## src/rtl/booth_wallace_pkg.sv

```systemverilog
// Shared widths and types for the Booth-4 / Wallace 16x16 multiplier datapath.
package booth_wallace_pkg;

  localparam int PROD_W = 32;
  localparam int SEG_W  = 16;

  typedef logic [PROD_W-1:0] prod_t;
  typedef logic [SEG_W-1:0]  seg_t;

endpackage

```

## src/rtl/cpa_segment.sv

```systemverilog
// Ripple-carry adder segment built from half_adder / full_adder cells.
module half_adder (
  input  logic a,
  input  logic b,
  output logic sum,
  output logic cout
);
  assign sum  = a ^ b;
  assign cout = a & b;
endmodule

module full_adder (
  input  logic a,
  input  logic b,
  input  logic cin,
  output logic sum,
  output logic cout
);
  logic w_s0, w_c0, w_c1;

  half_adder u_ha0 (.a(a),    .b(b),   .sum(w_s0), .cout(w_c0));
  half_adder u_ha1 (.a(w_s0), .b(cin), .sum(sum),  .cout(w_c1));

  assign cout = w_c0 | w_c1;
endmodule

module cpa_segment #(
  parameter int W = 16
) (
  input  logic [W-1:0] a,
  input  logic [W-1:0] b,
  input  logic         cin,
  output logic [W-1:0] sum,
  output logic         cout
);
  logic [W:0] w_c;

  assign w_c[0] = cin;

  for (genvar i = 0; i < W; i++) begin : g_bit
    full_adder u_fa (
      .a   (a[i]),
      .b   (b[i]),
      .cin (w_c[i]),
      .sum (sum[i]),
      .cout(w_c[i+1])
    );
  end

  assign cout = w_c[W];
endmodule

```

## src/rtl/wallace_final_cpa.sv

```systemverilog
// Two-stage pipelined final carry-propagate adder of the multiplier tree.
// Optional carry-out port and register enabled by defining CPA_COUT_EN.
module wallace_final_cpa #(
  parameter int WIDTH = booth_wallace_pkg::PROD_W,
  parameter int SEG_W = booth_wallace_pkg::SEG_W
) (
  input  logic             sys_clk,
  input  logic             sys_rst_n,
  input  logic             in_valid,
  output logic             in_ready,
  input  logic [WIDTH-1:0] sum_row,
  input  logic [WIDTH-1:0] carry_row,
  output logic             out_valid,
  input  logic             out_ready,
  output logic [WIDTH-1:0] product
`ifdef CPA_COUT_EN
  ,output logic            cout
`endif
);
  import booth_wallace_pkg::*;

  localparam int HI_W = WIDTH - SEG_W;

  logic             r_s1_valid;
  logic             r_s2_valid;
  logic [SEG_W-1:0] r_s1_lo;
  logic             r_s1_cmid;
  logic [HI_W-1:0]  r_s1_a_hi;
  logic [HI_W-1:0]  r_s1_b_hi;
  logic [WIDTH-1:0] r_prod;

  logic             w_s1_en;
  logic             w_s2_en;
  logic [SEG_W-1:0] w_lo_sum;
  logic             w_lo_cout;
  logic [HI_W-1:0]  w_hi_sum;

  // in_ready depends combinationally on out_ready so a full pipe can stream.
  assign w_s2_en  = !r_s2_valid || out_ready;
  assign w_s1_en  = !r_s1_valid || w_s2_en;
  assign in_ready = w_s1_en;

  cpa_segment #(.W(SEG_W)) u_seg_lo (
    .a   (sum_row[SEG_W-1:0]),
    .b   (carry_row[SEG_W-1:0]),
    .cin (1'b0),
    .sum (w_lo_sum),
    .cout(w_lo_cout)
  );

`ifdef CPA_COUT_EN
  logic w_hi_cout;
  logic r_cout;

  cpa_segment #(.W(HI_W)) u_seg_hi (
    .a   (r_s1_a_hi),
    .b   (r_s1_b_hi),
    .cin (r_s1_cmid),
    .sum (w_hi_sum),
    .cout(w_hi_cout)
  );

  always_ff @(posedge sys_clk or negedge sys_rst_n) begin
    if (!sys_rst_n) begin
      r_cout <= 1'b0;
    end else if (w_s2_en && r_s1_valid) begin
      r_cout <= w_hi_cout;
    end
  end

  assign cout = r_cout;
`else
  cpa_segment #(.W(HI_W)) u_seg_hi (
    .a   (r_s1_a_hi),
    .b   (r_s1_b_hi),
    .cin (r_s1_cmid),
    .sum (w_hi_sum),
    .cout()
  );
`endif

  always_ff @(posedge sys_clk or negedge sys_rst_n) begin
    if (!sys_rst_n) begin
      r_s1_valid <= 1'b0;
      r_s2_valid <= 1'b0;
    end else begin
      if (w_s1_en) r_s1_valid <= in_valid;
      if (w_s2_en) r_s2_valid <= r_s1_valid;
    end
  end

  always_ff @(posedge sys_clk or negedge sys_rst_n) begin
    if (!sys_rst_n) begin
      r_s1_lo   <= '0;
      r_s1_cmid <= 1'b0;
      r_s1_a_hi <= '0;
      r_s1_b_hi <= '0;
    end else if (w_s1_en && in_valid) begin
      r_s1_lo   <= w_lo_sum;
      r_s1_cmid <= w_lo_cout;
      r_s1_a_hi <= sum_row[WIDTH-1:SEG_W];
      r_s1_b_hi <= carry_row[WIDTH-1:SEG_W];
    end
  end

  // Data holds while stalled so product stays stable under backpressure.
  always_ff @(posedge sys_clk or negedge sys_rst_n) begin
    if (!sys_rst_n) begin
      r_prod <= '0;
    end else if (w_s2_en && r_s1_valid) begin
      r_prod <= {w_hi_sum, r_s1_lo};
    end
  end

  assign out_valid = r_s2_valid;
  assign product   = r_prod;

endmodule

```

## config.mk

```make
export PLATFORM = sky130hd
export DESIGN_NAME = wallace_final_cpa
export DESIGN_NICKNAME = d
export VERILOG_FILES = /design/src/rtl/booth_wallace_pkg.sv /design/src/rtl/cpa_segment.sv /design/src/rtl/wallace_final_cpa.sv
export SDC_FILE = /design/constraint.sdc
export NUM_CORES = 1
export LEC_CHECK = 0
export CORE_MARGIN = 4
export CORE_UTILIZATION = 38
export CTS_BUF_LIST = sky130_fd_sc_hd__clkbuf_4 sky130_fd_sc_hd__clkbuf_8
export DETAILED_ROUTE_END_ITERATION = 12
export GPL_TIMING_DRIVEN = 0
export HOLD_SLACK_MARGIN = 0.1
export PLACE_DENSITY = 0.66
export SLEW_MARGIN = 20
export SYNTH_ARGS = -nofsm -noshare
export SYNTH_HDL_FRONTEND = slang
export SYNTH_HIERARCHICAL = 1
export SYNTH_SLANG_ARGS = --single-unit
```

## constraint.sdc

```tcl
create_clock -name sys_clk -period 20.6 [get_ports sys_clk]
set_input_delay 4.12 -clock sys_clk [delete_from_list [all_inputs] [get_ports sys_clk]]
set_output_delay 4.12 -clock sys_clk [all_outputs]
set_load 0.05 [all_outputs]
```

# Yosys cells after proc, flatten, opt, wreduce, memory -nomap -nowiden
# Index checks and enable logic that the tools add are counted.
[word_totals] ff_bits=83 input_bits=68 output_inout_bits=34 wordCells=167
[op_classes] n_bitwise=154 n_reduce_logical=6
[op_table] operator="1-bit bitwise XOR" count=63
[op_table] operator="1-bit bitwise AND" count=61
[op_table] operator="1-bit bitwise OR" count=30
[op_table] operator="1-bit logical AND" count=2
[op_table] operator="1-bit zero test" count=2
[op_table] operator="1-bit logical OR" count=2

# Logic depth before layout (Yosys ltp)
[depth] depth_word=32 mapped_depth=34 mapped_depth_nobuf=34

# Cells and area by module
# The synthesis kept the hierarchy.
[by_module_without_submodules] mod="wallace_final_cpa" instances=1 cells_per_inst=179 area_each_um2=3171.8 seq_area_each_um2=2077.0
[by_module_without_submodules] mod="half_adder" instances=64 cells_per_inst=1 area_each_um2=12.5 seq_area_each_um2=0.0
[by_module_without_submodules] mod="full_adder" instances=32 cells_per_inst=1 area_each_um2=6.3 seq_area_each_um2=0.0

# Worst setup path before layout
# OpenSTA, ideal clock, no wires.
[synth_path] path_type="input to register" from="input sum_row[0]" to="register r_s1_cmid" setup_ns=0.125 arrival_time_ns=10.423 required_ns=20.475 slack_ns=10.052 path_stages=33 n_path_buf=0 cell_sequence="ha_1 or2_1 ha_1 or2_1 ha_1 or2_1 ha_1 or2_1 ha_1 or2_1 ha_1 or2_1 ha_1 or2_1 ha_1 or2_1 ha_1 or2_1 ha_1 or2_1 ha_1 or2_1 ha_1 or2_1 ha_1 or2_1 ha_1 or2_1 ha_1 or2_1 ha_1 or2_1 mux2_2"
[synth_between] elab_chain_len=31
[synth_rtl] element="start, declared" line_no="wallace_final_cpa.sv:11" source="input logic [WIDTH-1:0] sum_row,"
[synth_rtl] element="1-bit bitwise AND" line_no="cpa_segment.sv:9" source="assign cout = a & b;"
[synth_rtl] element="named net u_seg_lo.w_c[1]" line_no="cpa_segment.sv:36" source="logic [W:0] w_c;"
[synth_rtl] element="1-bit bitwise AND" line_no="cpa_segment.sv:9"
[synth_rtl] element="named net u_seg_lo.g_bit[1].u_fa.w_c1" line_no="cpa_segment.sv:19" source="logic w_s0, w_c0, w_c1;"
[synth_rtl] element="1-bit bitwise OR" line_no="cpa_segment.sv:24" source="assign cout = w_c0 | w_c1;"
[synth_rtl] element="named net u_seg_lo.w_c[2]" line_no="cpa_segment.sv:36"
[synth_rtl] element="1-bit bitwise AND" line_no="cpa_segment.sv:9"
[synth_rtl] element="named net u_seg_lo.g_bit[2].u_fa.w_c1" line_no="cpa_segment.sv:19"
[synth_rtl] element="(+1 left out)"
[synth_rtl] element="named net u_seg_lo.w_c[3]" line_no="cpa_segment.sv:36"
[synth_rtl] element="(+1 left out)"
[synth_rtl] element="named net u_seg_lo.g_bit[3].u_fa.w_c1" line_no="cpa_segment.sv:19"
[synth_rtl] element="(+1 left out)"
[synth_rtl] element="named net u_seg_lo.w_c[4]" line_no="cpa_segment.sv:36"
[synth_rtl] element="(+1 left out)"
[synth_rtl] element="named net u_seg_lo.g_bit[4].u_fa.w_c1" line_no="cpa_segment.sv:19"
[synth_rtl] element="(+1 left out)"
[synth_rtl] element="named net u_seg_lo.w_c[5]" line_no="cpa_segment.sv:36"
[synth_rtl] element="(+1 left out)"
[synth_rtl] element="named net u_seg_lo.g_bit[5].u_fa.w_c1" line_no="cpa_segment.sv:19"
[synth_rtl] element="(+1 left out)"
[synth_rtl] element="named net u_seg_lo.w_c[6]" line_no="cpa_segment.sv:36"
[synth_rtl] element="(+1 left out)"
[synth_rtl] element="named net u_seg_lo.g_bit[6].u_fa.w_c1" line_no="cpa_segment.sv:19"
[synth_rtl] element="(+1 left out)"
[synth_rtl] element="named net u_seg_lo.w_c[7]" line_no="cpa_segment.sv:36"
[synth_rtl] element="(+1 left out)"
[synth_rtl] element="named net u_seg_lo.g_bit[7].u_fa.w_c1" line_no="cpa_segment.sv:19"
[synth_rtl] element="(+1 left out)"
[synth_rtl] element="named net u_seg_lo.w_c[8]" line_no="cpa_segment.sv:36"
[synth_rtl] element="(+1 left out)"
[synth_rtl] element="named net u_seg_lo.g_bit[8].u_fa.w_c1" line_no="cpa_segment.sv:19"
[synth_rtl] element="(+1 left out)"
[synth_rtl] element="named net u_seg_lo.w_c[9]" line_no="cpa_segment.sv:36"
[synth_rtl] element="(+1 left out)"
[synth_rtl] element="named net u_seg_lo.g_bit[9].u_fa.w_c1" line_no="cpa_segment.sv:19"
[synth_rtl] element="(+1 left out)"
[synth_rtl] element="named net u_seg_lo.w_c[10]" line_no="cpa_segment.sv:36"
[synth_rtl] element="(+1 left out)"
[synth_rtl] element="named net u_seg_lo.g_bit[10].u_fa.w_c1" line_no="cpa_segment.sv:19"
[synth_rtl] element="(+1 left out)"
[synth_rtl] element="named net u_seg_lo.w_c[11]" line_no="cpa_segment.sv:36"
[synth_rtl] element="(+1 left out)"
[synth_rtl] element="named net u_seg_lo.g_bit[11].u_fa.w_c1" line_no="cpa_segment.sv:19"
[synth_rtl] element="(+1 left out)"
[synth_rtl] element="named net u_seg_lo.w_c[12]" line_no="cpa_segment.sv:36"
[synth_rtl] element="(+1 left out)"
[synth_rtl] element="named net u_seg_lo.g_bit[12].u_fa.w_c1" line_no="cpa_segment.sv:19"
[synth_rtl] element="(+1 left out)"
[synth_rtl] element="named net u_seg_lo.w_c[13]" line_no="cpa_segment.sv:36"
[synth_rtl] element="(+1 left out)"
[synth_rtl] element="named net u_seg_lo.g_bit[13].u_fa.w_c1" line_no="cpa_segment.sv:19"
[synth_rtl] element="(+1 left out)"
[synth_rtl] element="named net u_seg_lo.w_c[14]" line_no="cpa_segment.sv:36"
[synth_rtl] element="1-bit bitwise AND" line_no="cpa_segment.sv:9"
[synth_rtl] element="named net u_seg_lo.g_bit[14].u_fa.w_c1" line_no="cpa_segment.sv:19"
[synth_rtl] element="1-bit bitwise OR" line_no="cpa_segment.sv:24"
[synth_rtl] element="named net u_seg_lo.w_c[15]" line_no="cpa_segment.sv:36"
[synth_rtl] element="1-bit bitwise AND" line_no="cpa_segment.sv:9"
[synth_rtl] element="named net u_seg_lo.g_bit[15].u_fa.w_c1" line_no="cpa_segment.sv:19"
[synth_rtl] element="1-bit bitwise OR" line_no="cpa_segment.sv:24"
[synth_rtl] element="named net w_lo_cout" line_no="wallace_final_cpa.sv:35" source="logic w_lo_cout;"
[synth_rtl] element="end signal, assigned" line_no="wallace_final_cpa.sv:100" source="r_s1_cmid <= w_lo_cout;"
[synth_rtl] element="end, declared" line_no="wallace_final_cpa.sv:27" source="logic r_s1_cmid;"
# The timed path passes the listed nets, and every way through them passes these cells.
# A chain may end at the register's enable or synchronous reset.

# Worst setup path after layout
[layout_path] from="input sum_row[0]" to="register r_s1_cmid"
[layout_between] elab_chain_len=31
[layout_rtl] element="1-bit bitwise AND" line_no="cpa_segment.sv:9"
[layout_rtl] element="named net u_seg_lo.g_bit[0].u_fa.w_c0" line_no="cpa_segment.sv:19"
[layout_rtl] element="1-bit bitwise AND" line_no="cpa_segment.sv:9"
[layout_rtl] element="named net u_seg_lo.g_bit[1].u_fa.w_c1" line_no="cpa_segment.sv:19"
[layout_rtl] element="1-bit bitwise OR" line_no="cpa_segment.sv:24"
[layout_rtl] element="named net u_seg_lo.w_c[2]" line_no="cpa_segment.sv:36"
[layout_rtl] element="1-bit bitwise AND" line_no="cpa_segment.sv:9"
[layout_rtl] element="named net u_seg_lo.g_bit[2].u_fa.w_c1" line_no="cpa_segment.sv:19"
[layout_rtl] element="(+1 left out)"
[layout_rtl] element="named net u_seg_lo.w_c[3]" line_no="cpa_segment.sv:36"
[layout_rtl] element="(+1 left out)"
[layout_rtl] element="named net u_seg_lo.g_bit[3].u_fa.w_c1" line_no="cpa_segment.sv:19"
[layout_rtl] element="(+1 left out)"
[layout_rtl] element="named net u_seg_lo.w_c[4]" line_no="cpa_segment.sv:36"
[layout_rtl] element="(+1 left out)"
[layout_rtl] element="named net u_seg_lo.g_bit[4].u_fa.w_c1" line_no="cpa_segment.sv:19"
[layout_rtl] element="(+1 left out)"
[layout_rtl] element="named net u_seg_lo.w_c[5]" line_no="cpa_segment.sv:36"
[layout_rtl] element="(+1 left out)"
[layout_rtl] element="named net u_seg_lo.g_bit[5].u_fa.w_c1" line_no="cpa_segment.sv:19"
[layout_rtl] element="(+1 left out)"
[layout_rtl] element="named net u_seg_lo.w_c[6]" line_no="cpa_segment.sv:36"
[layout_rtl] element="(+1 left out)"
[layout_rtl] element="named net u_seg_lo.g_bit[6].u_fa.w_c1" line_no="cpa_segment.sv:19"
[layout_rtl] element="(+1 left out)"
[layout_rtl] element="named net u_seg_lo.w_c[7]" line_no="cpa_segment.sv:36"
[layout_rtl] element="(+1 left out)"
[layout_rtl] element="named net u_seg_lo.g_bit[7].u_fa.w_c1" line_no="cpa_segment.sv:19"
[layout_rtl] element="(+1 left out)"
[layout_rtl] element="named net u_seg_lo.w_c[8]" line_no="cpa_segment.sv:36"
[layout_rtl] element="(+1 left out)"
[layout_rtl] element="named net u_seg_lo.g_bit[8].u_fa.w_c1" line_no="cpa_segment.sv:19"
[layout_rtl] element="(+1 left out)"
[layout_rtl] element="named net u_seg_lo.w_c[9]" line_no="cpa_segment.sv:36"
[layout_rtl] element="(+1 left out)"
[layout_rtl] element="named net u_seg_lo.g_bit[9].u_fa.w_c1" line_no="cpa_segment.sv:19"
[layout_rtl] element="(+1 left out)"
[layout_rtl] element="named net u_seg_lo.w_c[10]" line_no="cpa_segment.sv:36"
[layout_rtl] element="(+1 left out)"
[layout_rtl] element="named net u_seg_lo.g_bit[10].u_fa.w_c1" line_no="cpa_segment.sv:19"
[layout_rtl] element="(+1 left out)"
[layout_rtl] element="named net u_seg_lo.w_c[11]" line_no="cpa_segment.sv:36"
[layout_rtl] element="(+1 left out)"
[layout_rtl] element="named net u_seg_lo.g_bit[11].u_fa.w_c1" line_no="cpa_segment.sv:19"
[layout_rtl] element="(+1 left out)"
[layout_rtl] element="named net u_seg_lo.w_c[12]" line_no="cpa_segment.sv:36"
[layout_rtl] element="(+1 left out)"
[layout_rtl] element="named net u_seg_lo.g_bit[12].u_fa.w_c1" line_no="cpa_segment.sv:19"
[layout_rtl] element="(+1 left out)"
[layout_rtl] element="named net u_seg_lo.w_c[13]" line_no="cpa_segment.sv:36"
[layout_rtl] element="(+1 left out)"
[layout_rtl] element="named net u_seg_lo.g_bit[13].u_fa.w_c1" line_no="cpa_segment.sv:19"
[layout_rtl] element="(+1 left out)"
[layout_rtl] element="named net u_seg_lo.w_c[14]" line_no="cpa_segment.sv:36"
[layout_rtl] element="1-bit bitwise AND" line_no="cpa_segment.sv:9"
[layout_rtl] element="named net u_seg_lo.g_bit[14].u_fa.w_c1" line_no="cpa_segment.sv:19"
[layout_rtl] element="1-bit bitwise OR" line_no="cpa_segment.sv:24"
[layout_rtl] element="named net u_seg_lo.w_c[15]" line_no="cpa_segment.sv:36"
[layout_rtl] element="1-bit bitwise AND" line_no="cpa_segment.sv:9"
[layout_rtl] element="named net u_seg_lo.g_bit[15].u_fa.w_c1" line_no="cpa_segment.sv:19"
[layout_rtl] element="1-bit bitwise OR" line_no="cpa_segment.sv:24"
[layout_rtl] element="named net w_lo_cout" line_no="wallace_final_cpa.sv:35"
# The timed path passes the listed nets, and every way through them passes these cells.

==> results.yml <==
clock_network:
  cts_root_buf: "clkbuf_8"
  clk_latency_ns: 0.35
  cts_buffer_depth: 2
  ctsHoldBuffers: 0
  clk_pin_slew_ns: 0.08
  post_cts_buffers: 0
  cts_tree: "done"
  cts_sinks: 83
  cts_max_level: 3
  cts_resized: 0
  cts-buffers-inserted: 9
place:
  placed_cells: 512
  dp_hpwl_um: 5929
  gp_congestion: 0.6947
  pre_cts_slack_ns: 9.310
  portBuffers: 101
timing:
  hold_viol: 0
  fmax_mhz: 92.20
  fin_tns_setup_ns: 0
  period_minus_slack_ns: 10.85
  rsz0062_at_grt: "false"
  worst_pin_slew_ns: 0.5484
  setup_slack_ns: 9.754
  holdWs_ns: 0.5082
  report.final.slew_viol_count: 0
  fin_crit_sh_pct: 52.65
  max_slew_margin_pct: 63.44
  clock_skew_ns: 0.01241
  report.final.setup_viol: 0
final_layout:
  area_growth_syn_to_layout_pct: 33.27
  nets: 519
  drive_gt1_share_pct: 27.81
  n_antenna_cell: 0
  final_cells: 528
synthesis:
  synth_nets: 406
  yosys_warnings: 6
  avgSynthCellArea_um2: 15.21
  synthesis.area_um2: 4166
  synth_cells: 274
drt:
  firstDrtPassIters: 2
  drc: 0
  drt-wirelength-per-cell_um: 14.78
  routed_wl_um: 7806
  ant_nets: 0
  drt_iter0_markers: 36
  num_vias: 2469
  viasPerCell: 4.676
floorplanning:
  rows: 37
  start_util_pct: 39.65
  core_um2: 10510
  fp.dieArea_um2: 12700
  die_w_um: 112.7
  ioPinCount: 102
  dieHeight_um: 112.7
setup_path:
  crit_path_start_kind: "input pin"
  crit_path_max_incr_delay_ns: 0.40
  worstPathRequired_ns: 20.84
  end_kind: "flip-flop"
  cp_max_fo: 1
  worstSetupPathType: "input pin to flip-flop"
  arrival_ns: 11.08
  slowest_stage: "clkdlybuf4s50_1"
global_route:
  grt_pass1_vias: 2730
  grt_antenna_before_repair: 0
  grt-ovfl-total: 0
  grt_pass1_wl_um: 13340
  grt_usage_pct: 13.09
  grt_max_degree: 44
outcome:
  run_status: "completed"
job:
  maxCapViolCount: 0
worst_hold_path:
  holdCritPathClass: "flip-flop to flip-flop"
power:
  powerDensity_nw_per_um2: 114.3
  irDropWorstVdd_v: 0.00005292
  p_leak_nw: 2.542
==> critical path, delay by kind of cell <==
kind | cells | cell delay, ns
adder cells (fa/ha/maj) | 16 | 2.74
buffers and inverters | 1 | 0.40
multiplexers | 1 | 0.26
AND/OR/NAND/NOR | 16 | 3.57
==> cell type report <==
type                    count  area (um^2)
multi-input cells         183         2002
well taps                 136        170.2
clock inverters             5        36.28
plain buffers               8        87.58
fillers                   939         4956
clock buffers              11        151.4
repair buffers            102         1028
flip-flops and latches     83         2077
==> state kept, by name, summed over array words and instances, names as in the netlist <==
register	count
r_s1_cmid	1
r_s1_a_hi	16
r_s1_b_hi	16
product	32
r_s1_lo	16
r_s1_valid	1
out_valid	1
==> power breakdown <==
part	total (mW)	internal (mW)	switching (mW)	leakage, nW
Clock	0.109	0.0509	0.0582	0.0997
Sequential	0.238	0.212	0.0257	0.968
Combinational	0.288	0.126	0.162	1.47
Total	0.635	0.389	0.246	2.54
==> cells in the final DEF (no fill, tap or decap) <==
cell type,instances
nand2_1,1
or2_1,31
nand3b_4,1
dfrtp_1,83
buf_6,4
buf_12,2
mux2_2,71
clkdlybuf4s50_1,100
mux2_4,10
nand2b_1,3
clkinv_2,2
buf_4,4
conb_1,1
clkbuf_8,11
ha_1,64
clkinv_4,2
nand2_4,1
inv_6,1
==> path summary, 6_finish.rpt <==
| check | start | end | slack, ns | cells after the start |
|---|---|---|---|---|
| worst max-delay path | sum_row[0] | r_s1_cmid | 9.75 | 34 |
| worst min-delay path | r_s1_lo[11] | product[11] | 0.51 | 1 |
| worst max register to register | r_s1_a_hi[0] | product[31] | 13.26 | 33 |
| worst min register to register | r_s1_lo[11] | product[11] | 0.51 | 1 |
| max in group asynchronous | sys_rst_n | product[17] | 16.24 | 2 |
| min in group asynchronous | sys_rst_n | product[27] | 3.74 | 1 |
==> layer usage <==
metal	part of all wire, %	track usage, %	routed length, um
met5	0	0	0
met4	0.97	3.125	76
met3	8.0	5.936	623
met2	47	21.01	3682
met1	44	16.20	3424
==> stage by stage <==
| step | util, % | instance area [um^2] | power, mW |
|---|---|---|---|
| floorplan | - | 4167 | 0.4285 |
| global placement | 50.89 | 5348 | 0.5278 |
| detailed placement | 51.05 | 5365 | 0.5341 |
| CTS | 52.84 | 5553 | 0.6464 |
| global route | 52.84 | 5553 | 0.6768 |
| finish | 52.84 | 5553 | 0.6347 |
(Power assumes the default switching activity.)
